==> config.mk <==
export PLATFORM = sky130hd
export DESIGN_NAME = i2c_arbiter
export DESIGN_NICKNAME = d
export VERILOG_FILES = /design/src/rtl/i2c_arbiter.sv
export SDC_FILE = /design/constraint.sdc
export NUM_CORES = 1
export LEC_CHECK = 0
export BUFFER_PORTS_ARGS = -buffer_cell sky130_fd_sc_hd__clkbuf_2
export CORE_AREA = 2 2 72 74
export CTS_BUF_LIST = sky130_fd_sc_hd__clkbuf_8
export CTS_CLUSTER_DIAMETER = 150
export DETAILED_ROUTE_END_ITERATION = 16
export DIE_AREA = 0 0 74 76
export SYNTH_ARGS = -nofsm -noshare
export SYNTH_HDL_FRONTEND = slang
export SYNTH_SLANG_ARGS = --single-unit
==> constraint.sdc <==
create_clock -name clk -period 1.8 [get_ports clk]
set_clock_uncertainty 0.05 [all_clocks]
set_input_delay 0.09 -clock clk [delete_from_list [all_inputs] [get_ports clk]]
set_output_delay 0.09 -clock clk [all_outputs]
set_load 0.05 [all_outputs]
==> src/rtl/i2c_arbiter.sv <==
// i2c_arbiter: round-robin share of one I2C command controller between two config requesters.
// Optional: define I2C_ARB_TIMEOUT_EN to add a busy watchdog that completes a hung transfer with err.
module i2c_arbiter #(
  parameter int TIMEOUT_CYCLES = 4095,
  parameter int CNT_W          = 12
) (
  input  logic       clk,
  input  logic       rst,
  input  logic       req0,
  input  logic       req1,
  input  logic [6:0] r0_address,
  input  logic [6:0] r1_address,
  input  logic [7:0] r0_data_0,
  input  logic [7:0] r1_data_0,
  input  logic [7:0] r0_data_1,
  input  logic [7:0] r1_data_1,
  output logic       ack0,
  output logic       ack1,
  output logic       err0,
  output logic       err1,
  output logic [1:0] grant,
  output logic       i2c_start,
  output logic [6:0] cmd_address,
  output logic [7:0] data_0,
  output logic [7:0] data_1,
  input  logic       i2c_busy
);

  typedef enum logic [2:0] {IDLE, LAUNCH, WAIT_BUSY, WAIT_DONE, DONE} state_t;

  state_t r_state;
  logic   r_last;
  logic   w_pick1;
  logic   w_done_ok;
  logic   w_expire;
  logic   w_finish;

  // req1 wins when alone, or on a tie when req0 was served last
  assign w_pick1   = req1 & (~req0 | ~r_last);
  assign w_done_ok = (r_state == WAIT_DONE) & ~i2c_busy;
  assign w_finish  = w_done_ok | w_expire;

`ifdef I2C_ARB_TIMEOUT_EN
  logic [CNT_W-1:0] r_cnt;

  // A genuine busy edge in the same cycle takes priority over the watchdog
  assign w_expire = (((r_state == WAIT_BUSY) & ~i2c_busy) | ((r_state == WAIT_DONE) & i2c_busy)) &
                    (r_cnt >= CNT_W'(TIMEOUT_CYCLES - 1));

  always_ff @(posedge clk or negedge rst) begin
    if (!rst) begin
      r_cnt <= '0;
      err0  <= 1'b0;
      err1  <= 1'b0;
    end else begin
      err0 <= w_expire & grant[0];
      err1 <= w_expire & grant[1];
      if (r_state == IDLE)
        r_cnt <= '0;
      else if (r_state == WAIT_BUSY || r_state == WAIT_DONE)
        r_cnt <= r_cnt + 1'b1;
    end
  end
`else
  assign w_expire = 1'b0;
  assign err0     = 1'b0;
  assign err1     = 1'b0;
`endif

  always_ff @(posedge clk or negedge rst) begin
    if (!rst) begin
      r_state     <= IDLE;
      r_last      <= 1'b1;
      grant       <= 2'b00;
      i2c_start   <= 1'b0;
      ack0        <= 1'b0;
      ack1        <= 1'b0;
      cmd_address <= '0;
      data_0      <= '0;
      data_1      <= '0;
    end else begin
      i2c_start <= 1'b0;
      ack0      <= 1'b0;
      ack1      <= 1'b0;
      case (r_state)
        IDLE: begin
          if ((req0 | req1) && !i2c_busy) begin
            r_last      <= w_pick1;
            grant       <= w_pick1 ? 2'b10 : 2'b01;
            cmd_address <= w_pick1 ? r1_address : r0_address;
            data_0      <= w_pick1 ? r1_data_0 : r0_data_0;
            data_1      <= w_pick1 ? r1_data_1 : r0_data_1;
            i2c_start   <= 1'b1;
            r_state     <= LAUNCH;
          end
        end
        LAUNCH: r_state <= WAIT_BUSY;
        WAIT_BUSY, WAIT_DONE: begin
          if (w_finish) begin
            ack0    <= grant[0];
            ack1    <= grant[1];
            r_state <= DONE;
          end else if (r_state == WAIT_BUSY && i2c_busy) begin
            r_state <= WAIT_DONE;
          end
        end
        DONE: begin
          grant   <= 2'b00;
          r_state <= IDLE;
        end
        default: r_state <= IDLE;
      endcase
    end
  end

endmodule

==> flow_metrics.env, run 1 <==
export IMPL_status="finished, final reports clean"
export IMPL_reg2reg_slack_ps=220
export IMPL_r2r_start="r_state[1]"
export IMPL_dp_hpwl_mm=2.315
export IMPL_timing_rr_end="data_0[4]"
export IMPL_grt_usage_pct=12.35
export IMPL_grt_pass1_vias=1177
export IMPL_gp_congestion=0.6566
export IMPL_core_area_um2=4912
export IMPL_cts_tree="done"
export IMPL_postCtsSetupBuffers=0
export IMPL_ys_top_cells_by_area="dfrtp_1, mux2_4, mux2_2, buf_8, dfstp_2"
export IMPL_wire_per_inst_um=12.50
export IMPL_drv_cap=0
export IMPL_yosys_area_share_simple_pct=2.961
export IMPL_first_pass_iters=3
export IMPL_cellPowerDensity_nw_per_um2=1834
export IMPL_critPathMaxFanout=26
export IMPL_start_util_pct=33.55
export IMPL_synth_area_per_cell_um2=16.16
export IMPL_end_kind="register"
export IMPL_synth_compound_area_share_pct=3.569
export IMPL_syn_to_final_growth_pct=33.18
export IMPL_root_buffer="clkbuf_8"
export IMPL_startpoint_type="primary input"
export IMPL_yosysTopAreaCellShare_pct=47.08
export IMPL_synth_fa_ha_area_share_pct=0
export IMPL_tightest_slew_ps=772.5
export IMPL_required_ps=1920
export IMPL_wl_mm=3.199
export IMPL_grt_overflow=0
export IMPL_period_needed_ps=1675
export IMPL_ys_seq_area_share_pct=48.67
export IMPL_io_buffers=78
export IMPL_final_hold_viol_count=0
export IMPL_vias_per_cell=4.348
export IMPL_holdPathEnd="data_1[4]"
export IMPL_clockBufferDepth=2
export IMPL_vias=1113
export IMPL_layout_nets=236
export IMPL_finalSetupViolations=0
export IMPL_die_w_um=74
export IMPL_cts_inserted_buffers=5
export IMPL_hp_start="r0_data_1[4]"
export IMPL_ant_nets=0
export IMPL_fp_row_count=26
export IMPL_cts_clk_slew_worst_paths_ps=60
export IMPL_synth_largest_area_cell="dfrtp_1"
export IMPL_netlist_area_um2=1648
export IMPL_fp_dieArea_um2=5624
export IMPL_final_fill_count=477
export IMPL_tns_ps=0
export IMPL_n_antenna_cell=0
export IMPL_fin_crit_sh_pct=93.04
export IMPL_peakVddDrop_uv=511.1
export IMPL_final_common_cell="clkbuf_2"
export IMPL_synth_mux_area_share_pct=40.09
export IMPL_r2r_cells=4
export IMPL_clock_fmax_ghz=0.5971
export IMPL_synth_xor_area_share_pct=0
export IMPL_drt_iter0_drc=18
export IMPL_cp_data_arrival_time_ps=1790
export IMPL_min_path_cells=3
export IMPL_leakagePower_uw=0.001147
export IMPL_synth_top_family_by_area="multiplexers"
export IMPL_maxSlewViolCount=0
export IMPL_synth_cells=102
export IMPL_clock_sinks=32
export IMPL_layout_common_cells="clkbuf_2, mux2_4, dfrtp_1"
export IMPL_grt_max_degree=33
export IMPL_clk_latency_ps=280
export IMPL_synth_cell_types=20
export IMPL_htreeDepth=2
export IMPL_yosysWarnings=0
export IMPL_route_detailed_drc=0
export IMPL_drive_gt1_share_pct=73.66
export IMPL_grt_pass1_wl_mm=5.264
export IMPL_io_pins=81
export IMPL_antenna_found_initial=0
export IMPL_rsz0062_at_grt="false"
export IMPL_yosys_register_bits=32
export IMPL_fin_hold_ws_ps=114.8
export IMPL_fp_dieH_um=76
export IMPL_relSlewSlack_pct=48.50
export IMPL_crit_type="primary input to register"
export IMPL_hold_path_class="primary input to register"
## Yosys cell counts
cell type / number
o2bb2ai_1: 1
conb_1: 1
o21ba_2: 1
buf_4: 2
mux2_4: 35
buf_8: 2
inv_4: 1
buf_6: 2
nand3b_2: 1
a22oi_1: 1
mux2_2: 12
o21ai_0: 1
a22o_1: 1
dfrtp_1: 31
nor3_1: 2
a21boi_4: 1
dfstp_2: 1
and2_1: 2
nor2_1: 3
nand2_1: 1
## power breakdown
part	switching, µW	internal [µW]
Combinational	1450	780
Clock	243	300
Sequential	189	1060
## metal layers
metal / part of all wire [%] / routed length (µm) / global-route usage [%]
met5: 0 / 0 / 0
met2: 50 / 1594 / 21.07
met3: 6.9 / 222 / 4.233
met4: 2.1 / 68 / 5.455
met1: 41 / 1314 / 13.54
## cell families after synthesis
family	count (synthesis)
compound gates	6
buf+inv	7
flops	32
mux	47
other cells	1
simple gates	9
## cell type report
cell class	count	area, µm²	area share [%]
Inverter	1	8.758	0.3991
Tap cell	70	87.58	3.991
Sequential cell	32	802.0	36.55
Clock buffer	6	82.58	3.763
Clock inverter	2	7.507	0.3421
Timing Repair Buffer	81	430.4	19.61
Multi-Input combinational cell	64	775.7	35.35
## flip-flops by register name (all words and copies together) (netlist names)
register	cells
data_0	8
data_1	8
cmd_address	7
r_state	3
grant	2
ack0	1
ack1	1
i2c_start	1
r_last	1
## what timing repair did
action	CTS	global route
endpoints found under the setup margin	0	6
endpoints found under the hold margin	32	0
gates resized for setup	0	1
hold buffers	2	0
## per-stage QoR
step / setup WS (ps) / area, µm² / instances / util, % / power, µW
finish: 125.4 / 2195 / 256 / 44.68 / 4025
global route: 39.76 / 2195 / 256 / 44.68 / 4235
CTS: 53.22 / 2192 / 256 / 44.63 / 4082
detailed placement: 147.0 / 2082 / 246 / 42.38 / 3509
global placement: 182.2 / 2082 / 246 / 42.38 / 3493
floorplan: 274.8 / 1652 / 103 / - / 3042
## worst max-delay path, stage by stage
cell	delay, ps
dlygate4sd3_1	530
clkbuf_2	130
o21ba_2	270
nand3b_2	130
inv_6	270
mux2_2	370
## how the worst max path moves through the flow
stage | depth (start not counted) | slack [ps] | to | start
finish | 6 | 130 | data_0[4] | i2c_busy
floorplan | 4 | 270 | cmd_address[0] | r_last
CTS | 6 | 50 | data_0[4] | i2c_busy
global placement | 4 | 180 | data_0[5] | r_state[1]
detailed placement | 4 | 150 | data_0[4] | r_state[1]
global route | 6 | 40 | data_0[3] | i2c_busy
Power figures use the tool's default switching activity.
==> run 2: changes to the inputs <==
--- a/config.mk
+++ b/config.mk
@@ -7,7 +7,6 @@
 export LEC_CHECK = 0
 export BUFFER_PORTS_ARGS = -buffer_cell sky130_fd_sc_hd__clkbuf_2
 export CORE_AREA = 2 2 72 74
-export CTS_BUF_LIST = sky130_fd_sc_hd__clkbuf_8
 export CTS_CLUSTER_DIAMETER = 150
 export DETAILED_ROUTE_END_ITERATION = 16
 export DIE_AREA = 0 0 74 76
==> flow_metrics.env, run 2 (same netlist as run 1, synthesis figures left out) <==
export IMPL_status="finished, final reports clean"
export IMPL_dp_cells=246
export IMPL_route_detailed_drc=0
export IMPL_fp_row_count=26
export IMPL_postCtsSetupBuffers=0
export IMPL_wire_per_inst_um=12.49
export IMPL_wl_mm=3.198
export IMPL_dp_hpwl_mm=2.315
export IMPL_grt_max_degree=33
export IMPL_startpoint="i2c_busy"
export IMPL_grt_pass1_wl_mm=5.278
export IMPL_worstSetupEndpoint="data_0[4]"
export IMPL_crit_buf_inv=3
export IMPL_final_hold_viol_count=0
export IMPL_finalPower_uw=4036
export IMPL_io_pins=81
export IMPL_required_ps=1920
export IMPL_relSlewSlack_pct=48.46
export IMPL_vias_per_cell=4.344
export IMPL_clk_latency_ps=280
export IMPL_path_cells="dlygate4sd3_1 > clkbuf_2 > o21ba_2 > nand3b_2 > inv_6 > mux2_2"
export IMPL_cellPowerDensity_nw_per_um2=1839
export IMPL_tns_ps=0
export IMPL_cts_tree="done"
export IMPL_final_common_cell="clkbuf_2"
export IMPL_grt_pass1_vias=1180
export IMPL_maxSlewViolCount=0
export IMPL_critPathMaxFanout=26
export IMPL_peakVddDrop_uv=511.1
export IMPL_start_util_pct=33.55
export IMPL_crit_type="primary input to register"
export IMPL_top_regs="data_0 x8, data_1 x8, cmd_address x7"
export IMPL_layout_common_cells="clkbuf_2, mux2_4, dfrtp_1"
export IMPL_drive_gt1_share_pct=73.66
export IMPL_clock_sinks=32
export IMPL_syn_to_final_growth_pct=33.18
export IMPL_cts_clk_slew_worst_paths_ps=60
export IMPL_setup_slack_ps=125.5
export IMPL_core_area_um2=4912
export IMPL_htreeDepth=2
export IMPL_fin_cells=256
export IMPL_end_kind="register"
export IMPL_n_antenna_cell=0
export IMPL_fp_dieH_um=76
export IMPL_fin_crit_sh_pct=93.03
export IMPL_tightest_slew_ps=773.1
export IMPL_reg2reg_slack_ps=220
export IMPL_cts_inserted_buffers=5
export IMPL_finalSetupViolations=0
export IMPL_die_w_um=74
export IMPL_layout_nets=236
export IMPL_dpl_cell_area_um2=2082
export IMPL_drv_cap=0
export IMPL_gp_congestion=0.6566
export IMPL_grt_overflow=0
export IMPL_slowest_delay_ps=530
export IMPL_io_buffers=78
export IMPL_timing_rr_end="data_0[4]"
export IMPL_drt_iter0_drc=21
export IMPL_first_pass_iters=3
export IMPL_rsz0062_at_grt="false"
export IMPL_clockBufferDepth=2
export IMPL_pre_cts_ws_ps=147.0
export IMPL_vias=1112
export IMPL_antenna_found_initial=0
export IMPL_root_buffer="clkbuf_8"
export IMPL_period_needed_ps=1674
export IMPL_ant_nets=0
export IMPL_grt_usage_pct=12.38
export IMPL_critPathSlowestCell="dlygate4sd3_1"
export IMPL_final_area_um2=2195
export IMPL_r2r_start="r_state[1]"
export IMPL_r2r_cells=4
export IMPL_clock_fmax_ghz=0.5972
export IMPL_path_delay_family="buffers and inverters"
export IMPL_fp_dieArea_um2=5624
export IMPL_worst_path_stages=6
export IMPL_cp_data_arrival_time_ps=1790
export IMPL_leakagePower_uw=0.001139
export IMPL_startpoint_type="primary input"
export IMPL_hold_path_class="primary input to register"
[run 2: timing repair]
item | CTS | global route
hold buffers | 2 | 0
endpoints found under the setup margin | 0 | 6
endpoints found under the hold margin | 32 | 0
gates resized for setup | 0 | 1
[run 2: how the worst min path moves through the flow]
| stage | slack [ps] | depth (start not counted) | to | from |
|---|---|---|---|---|
| finish | 110 | 3 | data_1[4] | r0_data_1[4] |
| global route | 110 | 3 | cmd_address[5] | r1_address[5] |
| CTS | 110 | 3 | data_1[4] | r1_data_1[4] |
| detailed placement | 160 | 1 | cmd_address[1] | rst |
| global placement | 160 | 1 | cmd_address[1] | rst |
| floorplan | -260 | 0 | ack0 | rst |
[run 2: through the flow]
step	util [%]	hold slack (ps)
after floorplan	-	-255.6
after global placement	42.38	159.0
after detailed placement	42.38	155.7
after CTS	44.63	105.2
after global routing	44.68	109.4
final	44.68	114.5
[run 2: layout make-up]
class / count / area (µm²)
Fill cell: 477 / 2718
Sequential cell: 32 / 802.0
Multi-Input combinational cell: 64 / 775.7
Timing Repair Buffer: 81 / 430.4
Clock buffer: 8 / 90.09
Tap cell: 70 / 87.58
Inverter: 1 / 8.758
[run 2: per-layer routing]
| layer | vias to the layer above | share of wire (%) | global-route usage [%] |
|---|---|---|---|
| met3 | 8 | 6.9 | 4.233 |
| met5 | - | 0 | 0 |
| li1 | 523 | - | - |
| met2 | 39 | 49 | 21.07 |
| met4 | 0 | 2.1 | 5.455 |
| met1 | 542 | 41 | 13.63 |
[run 2: worst register-to-register path, delay by kind of cell (launching register included)]
kind	cells	cell delay (ps)
muxes	1	380
buffers and inverters	1	270
DFF	1	390
and+or+nand+nor	2	380
[run 2: power breakdown]
group | switching [µW] | total [µW] | internal, µW | leakage (µW)
clock | 243 | 554 | 311 | 0.0000455
sequential | 189 | 1250 | 1060 | 0.000388
combinational | 1450 | 2230 | 780 | 0.000705
